<file path="config.mk">
export PLATFORM = sky130hd
export DESIGN_NAME = reg_file_bank
export DESIGN_NICKNAME = d
export VERILOG_FILES = /design/src/rtl/reg_file_bank.sv
export SDC_FILE = /design/constraint.sdc
export NUM_CORES = 1
export LEC_CHECK = 0
export BUFFER_PORTS_ARGS = -buffer_cell sky130_fd_sc_hd__buf_2
export CORE_MARGIN = 1.5
export CORE_UTILIZATION = 45
export DETAILED_ROUTE_END_ITERATION = 16
export HOLD_SLACK_MARGIN = 0.15
export SYNTH_ARGS = -nofsm -noshare
export SYNTH_HDL_FRONTEND = slang
export SYNTH_SLANG_ARGS = --single-unit
</file>
<file path="constraint.sdc">
create_clock -name clk -period 2.9 [get_ports clk]
set_input_delay 0.29 -clock clk [delete_from_list [all_inputs] [get_ports clk]]
set_output_delay 0.29 -clock clk [all_outputs]
set_load 0.02 [all_outputs]
</file>
<file path="src/rtl/reg_file_bank.sv">
// reg_file_bank: DEPTH x WIDTH register bank with global clock enable,
// byte-masked writes, two registered read ports (write-first or read-first)
// and a single-cycle shadow bank for save / restore / swap of the whole set.
module reg_file_bank #(
  parameter int unsigned WIDTH    = 16,
  parameter int unsigned DEPTH    = 8,
  parameter int unsigned ADDR_W   = 3,
  parameter bit          ZERO_REG = 1'b1,
  parameter bit          BYPASS   = 1'b1
) (
  input  logic                 clk,
  input  logic                 reset,
  input  logic                 c_enable,
  input  logic                 wr_en,
  input  logic [ADDR_W-1:0]    wr_addr,
  input  logic [WIDTH-1:0]     wr_data,
  input  logic [WIDTH/8-1:0]   wr_be,
  input  logic [ADDR_W-1:0]    rd_addr_a,
  input  logic [ADDR_W-1:0]    rd_addr_b,
  output logic [WIDTH-1:0]     rd_data_a,
  output logic [WIDTH-1:0]     rd_data_b,
  input  logic                 save,
  input  logic                 restore,
  output logic                 shadow_valid,
  output logic                 restore_err
);

  localparam int unsigned NBYTES = WIDTH / 8;

  logic [WIDTH-1:0] main_q   [DEPTH];
  logic [WIDTH-1:0] main_d   [DEPTH];
  logic [WIDTH-1:0] shadow_q [DEPTH];
  logic [WIDTH-1:0] shadow_d [DEPTH];
  logic [WIDTH-1:0] rd_a_q, rd_a_d;
  logic [WIDTH-1:0] rd_b_q, rd_b_d;
  logic             valid_q, valid_d;
  logic             err_q, err_d;
  logic             do_restore;

  // Next-state: save/restore/swap phase, then byte-masked write, then reads.
  always_comb begin
    for (int unsigned i = 0; i < DEPTH; i++) begin
      main_d[i]   = main_q[i];
      shadow_d[i] = shadow_q[i];
    end
    rd_a_d     = rd_a_q;
    rd_b_d     = rd_b_q;
    valid_d    = valid_q;
    err_d      = 1'b0;
    do_restore = 1'b0;

    if (c_enable) begin
      // A restore without a saved image is dropped and flagged.
      do_restore = restore & valid_q;
      err_d      = restore & ~valid_q;
      valid_d    = valid_q | save;

      for (int unsigned i = 0; i < DEPTH; i++) begin
        if (save && do_restore) begin
          main_d[i]   = shadow_q[i];
          shadow_d[i] = main_q[i];
        end else if (save) begin
          shadow_d[i] = main_q[i];
        end else if (do_restore) begin
          main_d[i]   = shadow_q[i];
        end
      end

      // The write lands on top of the phase-1 result, so it wins over restore.
      if (wr_en) begin
        for (int unsigned b = 0; b < NBYTES; b++) begin
          if (wr_be[b]) begin
            main_d[wr_addr][8*b +: 8] = wr_data[8*b +: 8];
          end
        end
      end

      if (ZERO_REG) begin
        main_d[0]   = '0;
        shadow_d[0] = '0;
      end

      if (BYPASS) begin
        rd_a_d = main_d[rd_addr_a];
        rd_b_d = main_d[rd_addr_b];
      end else begin
        rd_a_d = main_q[rd_addr_a];
        rd_b_d = main_q[rd_addr_b];
      end
    end
  end

  // State registers with synchronous reset.
  always_ff @(posedge clk) begin
    if (reset) begin
      for (int unsigned i = 0; i < DEPTH; i++) begin
        main_q[i]   <= '0;
        shadow_q[i] <= '0;
      end
      rd_a_q  <= '0;
      rd_b_q  <= '0;
      valid_q <= 1'b0;
      err_q   <= 1'b0;
    end else begin
      for (int unsigned i = 0; i < DEPTH; i++) begin
        main_q[i]   <= main_d[i];
        shadow_q[i] <= shadow_d[i];
      end
      rd_a_q  <= rd_a_d;
      rd_b_q  <= rd_b_d;
      valid_q <= valid_d;
      err_q   <= err_d;
    end
  end

  assign rd_data_a    = rd_a_q;
  assign rd_data_b    = rd_b_q;
  assign shadow_valid = valid_q;
  assign restore_err  = err_q;

endmodule

</file>
==> results of run 1 <==
-- routing by layer --
layer	global-route usage [%]	part of all wire, %	up-vias	routed length (um)
met4	6.96	1.9	0	960
met3	5.09	9.7	74	5000
met2	44.2	42	705	21600
met5	0	0	-	0
li1	-	-	6752	-
met1	46.4	46	7056	23800
-- per-stage QoR --
step	hold slack [ns]	setup WS [ns]	utilization [%]	area, um^2	std cells
4_1_cts	0.218	0.435	51.0	15700	2210
5_1_grt	0.256	0.207	51.0	15700	2210
2_1_floorplan	0.431	0.668	-	14200	1837
3_3_place_gp	0.437	0.398	47.8	14700	2156
3_5_place_dp	0.443	0.381	47.8	14700	2156
6_report	0.225	0.336	51.0	15700	2210
-- cells by family after synthesis --
| group | Yosys count |
|---|---|
| XOR/XNOR | 2 |
| buffers and inverters | 216 |
| AO/OA/AOI/OAI | 591 |
| multiplexers | 72 |
| AND/OR/NAND/NOR | 698 |
| flip-flops | 258 |
-- sequential cells by signal, indices dropped and copies added, names as in the netlist --
register	flops
main_q	112
shadow_q	112
rd_data_a	16
rd_data_b	16
restore_err	1
shadow_valid	1
-- placed cells by master (no fill, tap or decap), types with 20 or more instances in the layout --
| master | n |
|---|---|
| a211oi_1 | 37 |
| a21oi_1 | 186 |
| a221oi_1 | 48 |
| a31oi_1 | 20 |
| and3_1 | 41 |
| buf_2 | 64 |
| buf_4 | 54 |
| clkbuf_16 | 29 |
| dfxtp_1 | 257 |
| mux2_2 | 35 |
| mux2i_1 | 34 |
| nand2_1 | 300 |
| nand3_1 | 21 |
| nor2_1 | 108 |
| nor3_1 | 109 |
| o211ai_1 | 22 |
| o21ai_0 | 34 |
| o221ai_1 | 32 |
| o22ai_1 | 50 |
| o31ai_1 | 23 |
| or3_1 | 33 |
-- worst min-delay path by stage --
stage                                       startpoint                      endpoint  slack (ns)  cells past startpoint
final                                            reset        restore_err$_SDFF_PP0_        0.23                      3
after detailed placement  shadow_q[1][18]$_SDFFE_PP0P_  shadow_q[1][18]$_SDFFE_PP0P_        0.44                      2
after CTS                                        reset        restore_err$_SDFF_PP0_        0.22                      3
after global routing                       wr_data[10]    main_q[1][42]$_SDFFE_PP0P_        0.26                      3
after global placement       main_q[1][1]$_SDFFE_PP0P_   shadow_q[1][1]$_SDFFE_PP0P_        0.44                      2
after floorplan           shadow_q[1][24]$_SDFFE_PP0P_  shadow_q[1][24]$_SDFFE_PP0P_        0.43                      2
-- area by class of cell --
type                            instances  area, um^2
Fill cell                            2995       15100
Multi-Input combinational cell       1363        8160
Sequential cell                       258        5170
Timing Repair Buffer                  125         857
Clock buffer                           39         803
Tap cell                              396         495
Clock inverter                         15         199
Inverter                               14        52.6
-- worst max-delay path: stages, from the launching register on --
cell       delay, ns
dfxtp_2         0.42
buf_4           0.59
a21boi_0        0.36
a2111oi_0       0.56
a211oi_1        0.11
o211ai_1        0.24
o211ai_1        0.12
-- power by group through the flow --
stage                     registers [W]  clock network [W]  logic (W)
final                           0.00369            0.00390    0.00113
after CTS                       0.00369            0.00394    0.00110
after floorplan                 0.00377                  0   0.000707
after global routing            0.00370            0.00409    0.00120
after detailed placement        0.00377                  0    0.00110
after global placement          0.00377                  0    0.00109
==> run metrics, run 1 <==
result of the run finished clean; x dimension of the die 181 um; top-count cell post-synth nand2_1; post-route ant nets 0; worst-skew pair later-pin latency 0.57 ns; number of vias in the routed layout 14,587; signal arrival time at the worst endpoint ~3 ns; number of global-route vias before repair 13,073; overall routing resource usage 30.4%; worst reg2reg startpoint shadow_valid$_SDFFE_PP0P_; count of warnings emitted by yosys 0; Mean Syn Cell Area 7.73 um^2; first drt pass iteration count 6; synthesized cell area 14,200 um^2; initial antenna violation count 0; maxcap violations 0; Remaining DRCs 0; total power divided by cell area approximately 550 nW/um^2; area share of and/or/nand/nor cells after synthesis 23.1%; switching part of the total 28.2%; category of the critical setup timing path reg -> reg; post-synthesis share of cell area spent on xor and xnor gates 0.123%; kind of end point of the critical path flip-flop; fmax 390 MHz; combinational group share of total power a little over an eighth; number of buffers inserted by hold repair at cts 0; aggregate negative setup slack 0 ns; startpoint of the most critical setup path shadow_valid$_SDFFE_PP0P_; full die area approximately 33,000 um^2; signed area change from the synthesized netlist to the final layout 10.8%; input/output buffers 66; net total in the final layout roughly 1,800; cells on worst reg2reg path 6; LEAKAGE 5.37 nW; total CTS buffers 29; RR Endpoint rd_data_a[15]$_SDFFE_PP0P_; portion of synthesized cell area occupied by the leading cell type 36.4%; post-synthesis net count approximately 1,900; worst-case register-to-register setup slack ~0.34 ns; placed wire-length estimate 33,400 um; overflow left after global routing 0; number of buffers between clock root and the deepest sink 3; worst min-delay path class in -> reg; compound-cell area share of the yosys netlist approximately 29%; worst slew margin relative to its limit approximately 17%; Max Transition Viols Final 0; Initial Util 46.0%; sum of routed wire length over all layers 51,400 um; detailed-route wire length per cell 23.2 um; number of levels in the clock H-tree 1; Worst-Margin Slew between 1 and 1.5 ns; maximum vdd ir drop 384 uV; critical path fanouts, max 73; top-level port count 67; Setup-failing EPs final 0; Post-synth EDFFs 0; vertical extent of the die 181 um; area of the core 30,800 um^2; largest area contributor in the synthesized netlist dfxtp_1; share of async-settable or async-resettable flops after synthesis 0%; leading post-synthesis cells by cell area dfxtp_1 (36%), nand2_1 (8.0%), a21oi_1 (6.6%), clkbuf_1 (4.1%), nor3_1 (3.8%); total of flip-flops plus latches after synthesis about 260; net switching component of the power 0.00246 W; sequential cell fraction of total power between 40 and 50%; setup repair after global routing missed its margin false; fin crit share 88.4%; most frequent cells after synthesis nand2_1 (302), dfxtp_1 (258), a21oi_1 (186); number of cell rows 64; main combinational cell family by area after synthesis compound AO/OA/AOI/OAI gates; design internal power 0.00626 W; first-pass GRT wire length 79,600 um; most instantiated flip-flop cell in the synthesis netlist dfxtp_1; power share of the clock group 44.7%; number of DRC markers in iteration 0 1,835; sequential area share after synthesis 36.4%; skew final 0.0116 ns; clock tree sinks roughly 260; maximum number of pins on one net before global-route repair 110; adder-cell area share of the yosys netlist 0%; endpoint of the worst setup timing path rd_data_a[15]$_SDFFE_PP0P_; Post-Syn Instances ~1,800; global placer's final weighted congestion 0.911; Resize count post-CTS 0; power consumption around 0.0087 W; total count of hold-check failures in the final report 0; number of diodes added for antenna fixing 0; number of buffers inserted by post-CTS setup repair 0; required time worst endpoint ~3.3 ns; Netlist cell types 56; multiplexer fraction of the synthesized cell area roughly 5.5%; vias per cell 6.60; clk root buf clkbuf_16; fraction of final layout cells with drive strength greater than 1 around an eighth; final worst path period need 2.56 ns; critical path launch point type flip-flop; TritonCTS clock tree done; CTS clk-pin slew, worst paths ~0.060 ns
Power figures use the tool's default switching activity.
==> run 2, diff against run 1 <==
--- a/config.mk
+++ b/config.mk
@@ -7,9 +7,10 @@
 export LEC_CHECK = 0
 export BUFFER_PORTS_ARGS = -buffer_cell sky130_fd_sc_hd__buf_2
 export CORE_MARGIN = 1.5
-export CORE_UTILIZATION = 45
+export CORE_UTILIZATION = 52
 export DETAILED_ROUTE_END_ITERATION = 16
 export HOLD_SLACK_MARGIN = 0.15
+export PLACE_DENSITY = 0.69
 export SYNTH_ARGS = -nofsm -noshare
 export SYNTH_HDL_FRONTEND = slang
 export SYNTH_SLANG_ARGS = --single-unit
==> run 2 against run 1 <==
Die area shrank 13%. Global-route usage grew 3.6 points. Total power is 1.9% lower. Sequential share of layout area is 0.15 points higher. Register-to-register slack better by 0.20 ns. Combinational power about the same. Fmax rose by 8.5%. Worst setup slack gained 0.20 ns. Critical path depth is the same. Via count grew 1.8%. Wire length down 4.3%. Utilization is 7.2 points higher.
==> run metrics, run 2 (synthesized netlist as in run 1, its figures left out) <==
result of the run finished clean; first drt pass iteration count 6; met3 routed wirelength 5920 um; maxcap violations 0; critical path launch point type flip-flop; required time worst endpoint 3.34 ns; Resize count post-CTS 0; placed wire-length estimate approximately 31,000 um; worst-skew pair later-pin latency between 0.5 and 0.6 ns; x dimension of the die about 170 um; Remaining DRCs 0; input/output buffers 66; overall routing resource usage 34.0%; overflow left after global routing 0; net total in the final layout 1,827; signal arrival time at the worst endpoint 2.80 ns; vias per cell 6.88; CP max-delay cell buf_4; detailed-route wire length per cell 22.8 um; DP Cell Count 2,103; LEAKAGE 5.39 nW; Max Used Layer met5; worst min-delay path class in -> reg; signed area change from the synthesized netlist to the final layout 10.3%; Setup-failing EPs final 0; final instance count without filler cells 2,156; routed length on met1 21,200 um; number of DRC markers in iteration 0 2,140; maximum number of pins on one net before global-route repair 162; category of the critical setup timing path reg -> reg; fmax 423 MHz; top-level port count 67; total count of hold-check failures in the final report 0; worst slew margin relative to its limit 24.7%; skew final 0.0144 ns; fraction of final layout cells with drive strength greater than 1 between 10% and 20%; delay of the slowest cell on the worst path 0.55 ns; maximum vdd ir drop roughly 450 uV; met2 routed WL 20,700 um; total CTS buffers 29; number of buffers inserted by hold repair at cts 1; highest-count cells in the layout ignoring fill and taps nand2_1 (300), dfxtp_1 (257), a21oi_1 (186); final worst path period need around 2.4 ns; Max Transition Viols Final 0; full die area 28,300 um^2; Initial Util 52.8%; critical path fanouts, max 66; clk root buf clkbuf_16; kind of end point of the critical path flip-flop; setup repair after global routing missed its margin false; first-pass GRT wire length 77,500 um; number of cell rows 60; most common cell after layout, fill and taps aside nand2_1; number of global-route vias before repair 13,604; area of the core 26,900 um^2; number of levels in the clock H-tree 1; initial antenna violation count 1; number of diodes added for antenna fixing 0; total power divided by cell area ~550 nW/um^2; power consumption 0.00855 W; Worst-Margin Slew between 1 and 1.5 ns; sum of routed wire length over all layers 49,200 um; number of vias in the routed layout roughly 15,000; biggest regs main_q x112, shadow_q x112; worst slack at placement 0.341 ns; aggregate negative setup slack 0 ns; Setup WS post-layout 0.537 ns; clock tree sinks about 260; number of buffers between clock root and the deepest sink 3; fin crit share between 80 and 90%; number of buffers inserted by post-CTS setup repair 0; TritonCTS clock tree done; post-route ant nets 0; vertical extent of the die approximately 170 um; global placer's final weighted congestion 0.934; list of cells traversed by the critical path buf_4 -> and3b_1 -> o22ai_1 -> o2111ai_1 -> o2111ai_1 -> a32o_1; CTS clk-pin slew, worst paths 0.06 ns; Crit path top cell by count o2111ai_1
run 2: path summary, 6_finish.rpt:
kind	from	end	slack, ns	cells after the start
max	shadow_valid$_SDFFE_PP0P_	rd_data_a[7]$_SDFFE_PP0P_	0.54	6
min	reset	restore_err$_SDFF_PP0_	0.24	3
max reg2reg	shadow_valid$_SDFFE_PP0P_	rd_data_a[7]$_SDFFE_PP0P_	0.54	6
min reg2reg	shadow_q[1][21]$_SDFFE_PP0P_	shadow_q[1][21]$_SDFFE_PP0P_	0.45	2
run 2: layout make-up:
type	instances	area, um^2
repair buffers	128	895
clock buffers	39	813
inverters	14	52.6
fillers	2473	11200
flip-flops and latches	258	5170
well taps	341	427
multi-input cells	1363	8160
clock inverters	13	146
run 2: power by group:
part / internal, W / total (W) / switching, W
clock: 0.00222 / 0.00373 / 0.00151
combinational: 0.000336 / 0.00113 / 0.000796
sequential: 0.00363 / 0.00369 / 0.0000640
run 2: through the flow:
stage	cell area [um^2]	hold slack [ns]	utilization, %
final	15700	0.244	58.2
after global routing	15700	0.237	58.2
after CTS	15700	0.222	58.2
after detailed placement	14700	0.442	54.6
after global placement	14700	0.437	54.6
after floorplan	14200	0.431	-
run 2: routing by layer:
| metal | GRT usage (%) | up-vias |
|---|---|---|
| li1 | - | 6772 |
| met1 | 49.8 | 7019 |
| met2 | 50.2 | 934 |
| met3 | 6.56 | 117 |
| met4 | 10.4 | 2 |
| met5 | 0 | - |
run 2: critical path, delay by kind of cell (launching register included):
family / cells / cell delay, ns
AOI/OAI and AO/OA: 4 / 1.00
DFF: 1 / 0.35
buffers and inverters: 1 / 0.55
and+or+nand+nor: 1 / 0.30
==> run 3, diff against run 2 <==
--- a/config.mk
+++ b/config.mk
@@ -10,7 +10,7 @@
 export CORE_UTILIZATION = 52
 export DETAILED_ROUTE_END_ITERATION = 16
 export HOLD_SLACK_MARGIN = 0.15
-export PLACE_DENSITY = 0.69
+export PLACE_DENSITY = 0.72
 export SYNTH_ARGS = -nofsm -noshare
 export SYNTH_HDL_FRONTEND = slang
 export SYNTH_SLANG_ARGS = --single-unit
==> constraint.sdc (replaced) <==
create_clock -name clk -period 1.9 [get_ports clk]
set_input_delay 0.19 -clock clk [delete_from_list [all_inputs] [get_ports clk]]
set_output_delay 0.19 -clock clk [all_outputs]
set_load 0.02 [all_outputs]
==> run 3 against run 2 <==
The run now ends with negative setup slack left. First-iteration DRC count is 2.0% higher. Via count is 5.9% higher. Die area stayed put. Combinational power is 81% higher. Cell count is 7.0% higher. Hold slack worse by 0.052 ns. Clock-buffer cell count is 1 higher. Clock power is 56% higher. Clock skew is 0.0014 ns lower. Critical path depth stayed put. Wire length is 5.6% higher. Global-route usage is 1.1 points higher. Largest cell class unchanged.
==> run metrics, run 3 (synthesized netlist as in run 1, its figures left out) <==
number of cell rows 60; signal arrival time at the worst endpoint 2.51 ns; number of DRC markers in iteration 0 2,183; full die area between 20,000 and 30,000 um^2; CP max-delay cell or4_1; overall routing resource usage 35.1%; final hold slack about 0.19 ns; Remaining DRCs 0; kind of end point of the critical path flip-flop; Setup WS post-layout -0.183 ns; total power divided by cell area 772 nW/um^2; critical path fanouts, max 5; clock tree sinks 258; maxcap violations 0; final instance count without filler cells 2,306; number of levels in the clock H-tree 1; detailed-route wire length per cell approximately 23 um; first-pass GRT wire length 80,700 um; Initial Util a little over half; Setup-failing EPs final 29; fmax approximately 480 MHz; list of cells traversed by the critical path and2_4 -> buf_6 -> mux2_4 -> mux2_4 -> a22o_1 -> or4_1; worst min-delay path class in -> reg; RR Endpoint rd_data_a[13]$_SDFFE_PP0P_; global placer's final weighted congestion between 0.9 and 1; setup repair after global routing missed its margin true; number of buffers between clock root and the deepest sink 3; category of the critical setup timing path reg -> reg; failing checks negative setup slack; post-route ant nets 0; cells on worst reg2reg path 6; overflow left after global routing 0; input/output buffers 66; number of vias in the routed layout 15,724; TritonCTS clock tree done; critical path launch point type flip-flop; placed wire-length estimate 33,300 um; skew final 0.0131 ns; final worst path period need 2.08 ns; vertical extent of the die 168 um; hold wc startpoint wr_data[0]; top-level port count 67; worst slew margin relative to its limit 3.87%; initial antenna violation count 2; signed area change from the synthesized netlist to the final layout 23.3%; fin crit share 110%; filler instances about 2,200; DP Cell Count 2,231; CTS clk-pin slew, worst paths 0.06 ns; highest-count cells in the layout ignoring fill and taps nand2_1 (300), dfxtp_1 (257), a21oi_1 (180); most common cell after layout, fill and taps aside nand2_1; total CTS buffers 29; area of the core 26,900 um^2; Max Transition Viols Final 0; x dimension of the die 168 um; maximum vdd ir drop roughly 610 uV; sum of routed wire length over all layers 51,900 um; result of the run finished, violations left; worst-case register-to-register setup slack -0.18 ns; worst reg2reg startpoint shadow_valid$_SDFFE_PP0P_; Worst-Margin Slew approximately 1.4 ns; fraction of final layout cells with drive strength greater than 1 21.8%; clk root buf clkbuf_16; total count of hold-check failures in the final report 0; biggest regs main_q x112, shadow_q x112; vias per cell 6.82; first drt pass iteration count 5; number of global-route vias before repair approximately 14,000; maximum number of pins on one net before global-route repair 171; net total in the final layout 1,975; LEAKAGE 6.34 nW; worst-skew pair later-pin latency 0.56 ns; hold endpoint main_q[1][32]$_SDFFE_PP0P_; Crit path top cell by count mux2_4; required time worst endpoint 2.33 ns; hold-critical path depth 3; delay of the slowest cell on the worst path 0.41 ns
-- run 3: changes by cell type in the layout (fill, tap and decap cells not counted), moves of 8 or more --
cell           before  now
dlygate4sd3_1       1   13
o2111ai_2           0   10
a221oi_2            0   17
o21ai_0            34   26
mux2_2             35   15
buf_4              55  167
a221oi_1           48   31
a2111oi_0          16    6
mux2_4              3   23
o2111ai_1          16    6
buf_12              7   23
-- run 3: report_power, final --
group	internal [W]	leakage, nW	switching [W]
registers	0.00553	2.09	0.000107
logic	0.000745	3.76	0.00130
clock network	0.00347	0.494	0.00236
-- run 3: area by class of cell --
| class | instances | area [um^2] | share of cell area [%] |
|---|---|---|---|
| multi-input combinational | 1364 | 8570 | 49.0 |
| sequential | 258 | 5170 | 29.5 |
| timing repair buffer | 275 | 2300 | 13.1 |
| clock buffer | 40 | 837 | 4.78 |
| tap | 341 | 427 | 2.44 |
| clock inverter | 12 | 148 | 0.844 |
| inverter | 14 | 52.6 | 0.300 |
| antenna | 2 | 5.00 | 0.0286 |
-- run 3: what timing repair did --
item / in CTS / in global routing
cloned: 2 / 0
hold buffers: 13 / 0
pin swaps: 0 / 2
resized for setup: 40 / 52
buffers inserted: 5 / 2
endpoints found under the setup margin: 30 / 36
hold endpoints to repair: 16 / 0
-- run 3: critical path: cells and delay by family (launching register included) --
family	cells	cell delay [ns]
and+or+nand+nor	2	0.67
muxes	2	0.55
DFF	1	0.39
AOI/OAI and AO/OA	1	0.20
buffers and inverters	1	0.14
-- run 3: worst max-delay path by stage --
| stage | startpoint | to | slack [ns] | cells past startpoint |
|---|---|---|---|---|
| finish | shadow_valid$_SDFFE_PP0P_ | rd_data_a[13]$_SDFFE_PP0P_ | -0.18 | 6 |
| global route | shadow_valid$_SDFFE_PP0P_ | rd_data_b[2]$_SDFFE_PP0P_ | -0.22 | 6 |
| CTS | shadow_valid$_SDFFE_PP0P_ | rd_data_a[13]$_SDFFE_PP0P_ | -0.16 | 6 |
| detailed placement | wr_addr[1] | rd_data_a[8]$_SDFFE_PP0P_ | -0.26 | 8 |
| global placement | shadow_valid$_SDFFE_PP0P_ | rd_data_a[14]$_SDFFE_PP0P_ | -0.24 | 7 |
| floorplan | shadow_valid$_SDFFE_PP0P_ | rd_data_a[12]$_SDFFE_PP0P_ | -0.20 | 8 |
-- run 3: per-stage QoR --
| stage | util (%) | setup TNS [ns] | instance area, um^2 | power [W] | worst slack, ns |
|---|---|---|---|---|---|
| CTS | 64.2 | -3.08 | 17300 | 0.0134 | -0.162 |
| detailed placement | 59.2 | -7.88 | 15900 | 0.00759 | -0.255 |
| floorplan | - | -3.43 | 14200 | 0.00684 | -0.199 |
| global placement | 59.2 | -6.02 | 15900 | 0.00757 | -0.235 |
| finish | 65.1 | -3.78 | 17500 | 0.0135 | -0.183 |
| global route | 65.1 | -4.70 | 17500 | 0.0139 | -0.215 |
-- run 3: per-layer routing --
| metal | wire [um] | part of all wire (%) | GRT usage [%] | up-vias |
|---|---|---|---|---|
| li1 | - | - | - | 7059 |
| met1 | 22200 | 43 | 50.6 | 7500 |
| met2 | 22600 | 44 | 52.8 | 1008 |
| met3 | 5770 | 11 | 6.70 | 155 |
| met4 | 1390 | 2.7 | 10.6 | 2 |
| met5 | 13 | 0.025 | 0 | - |
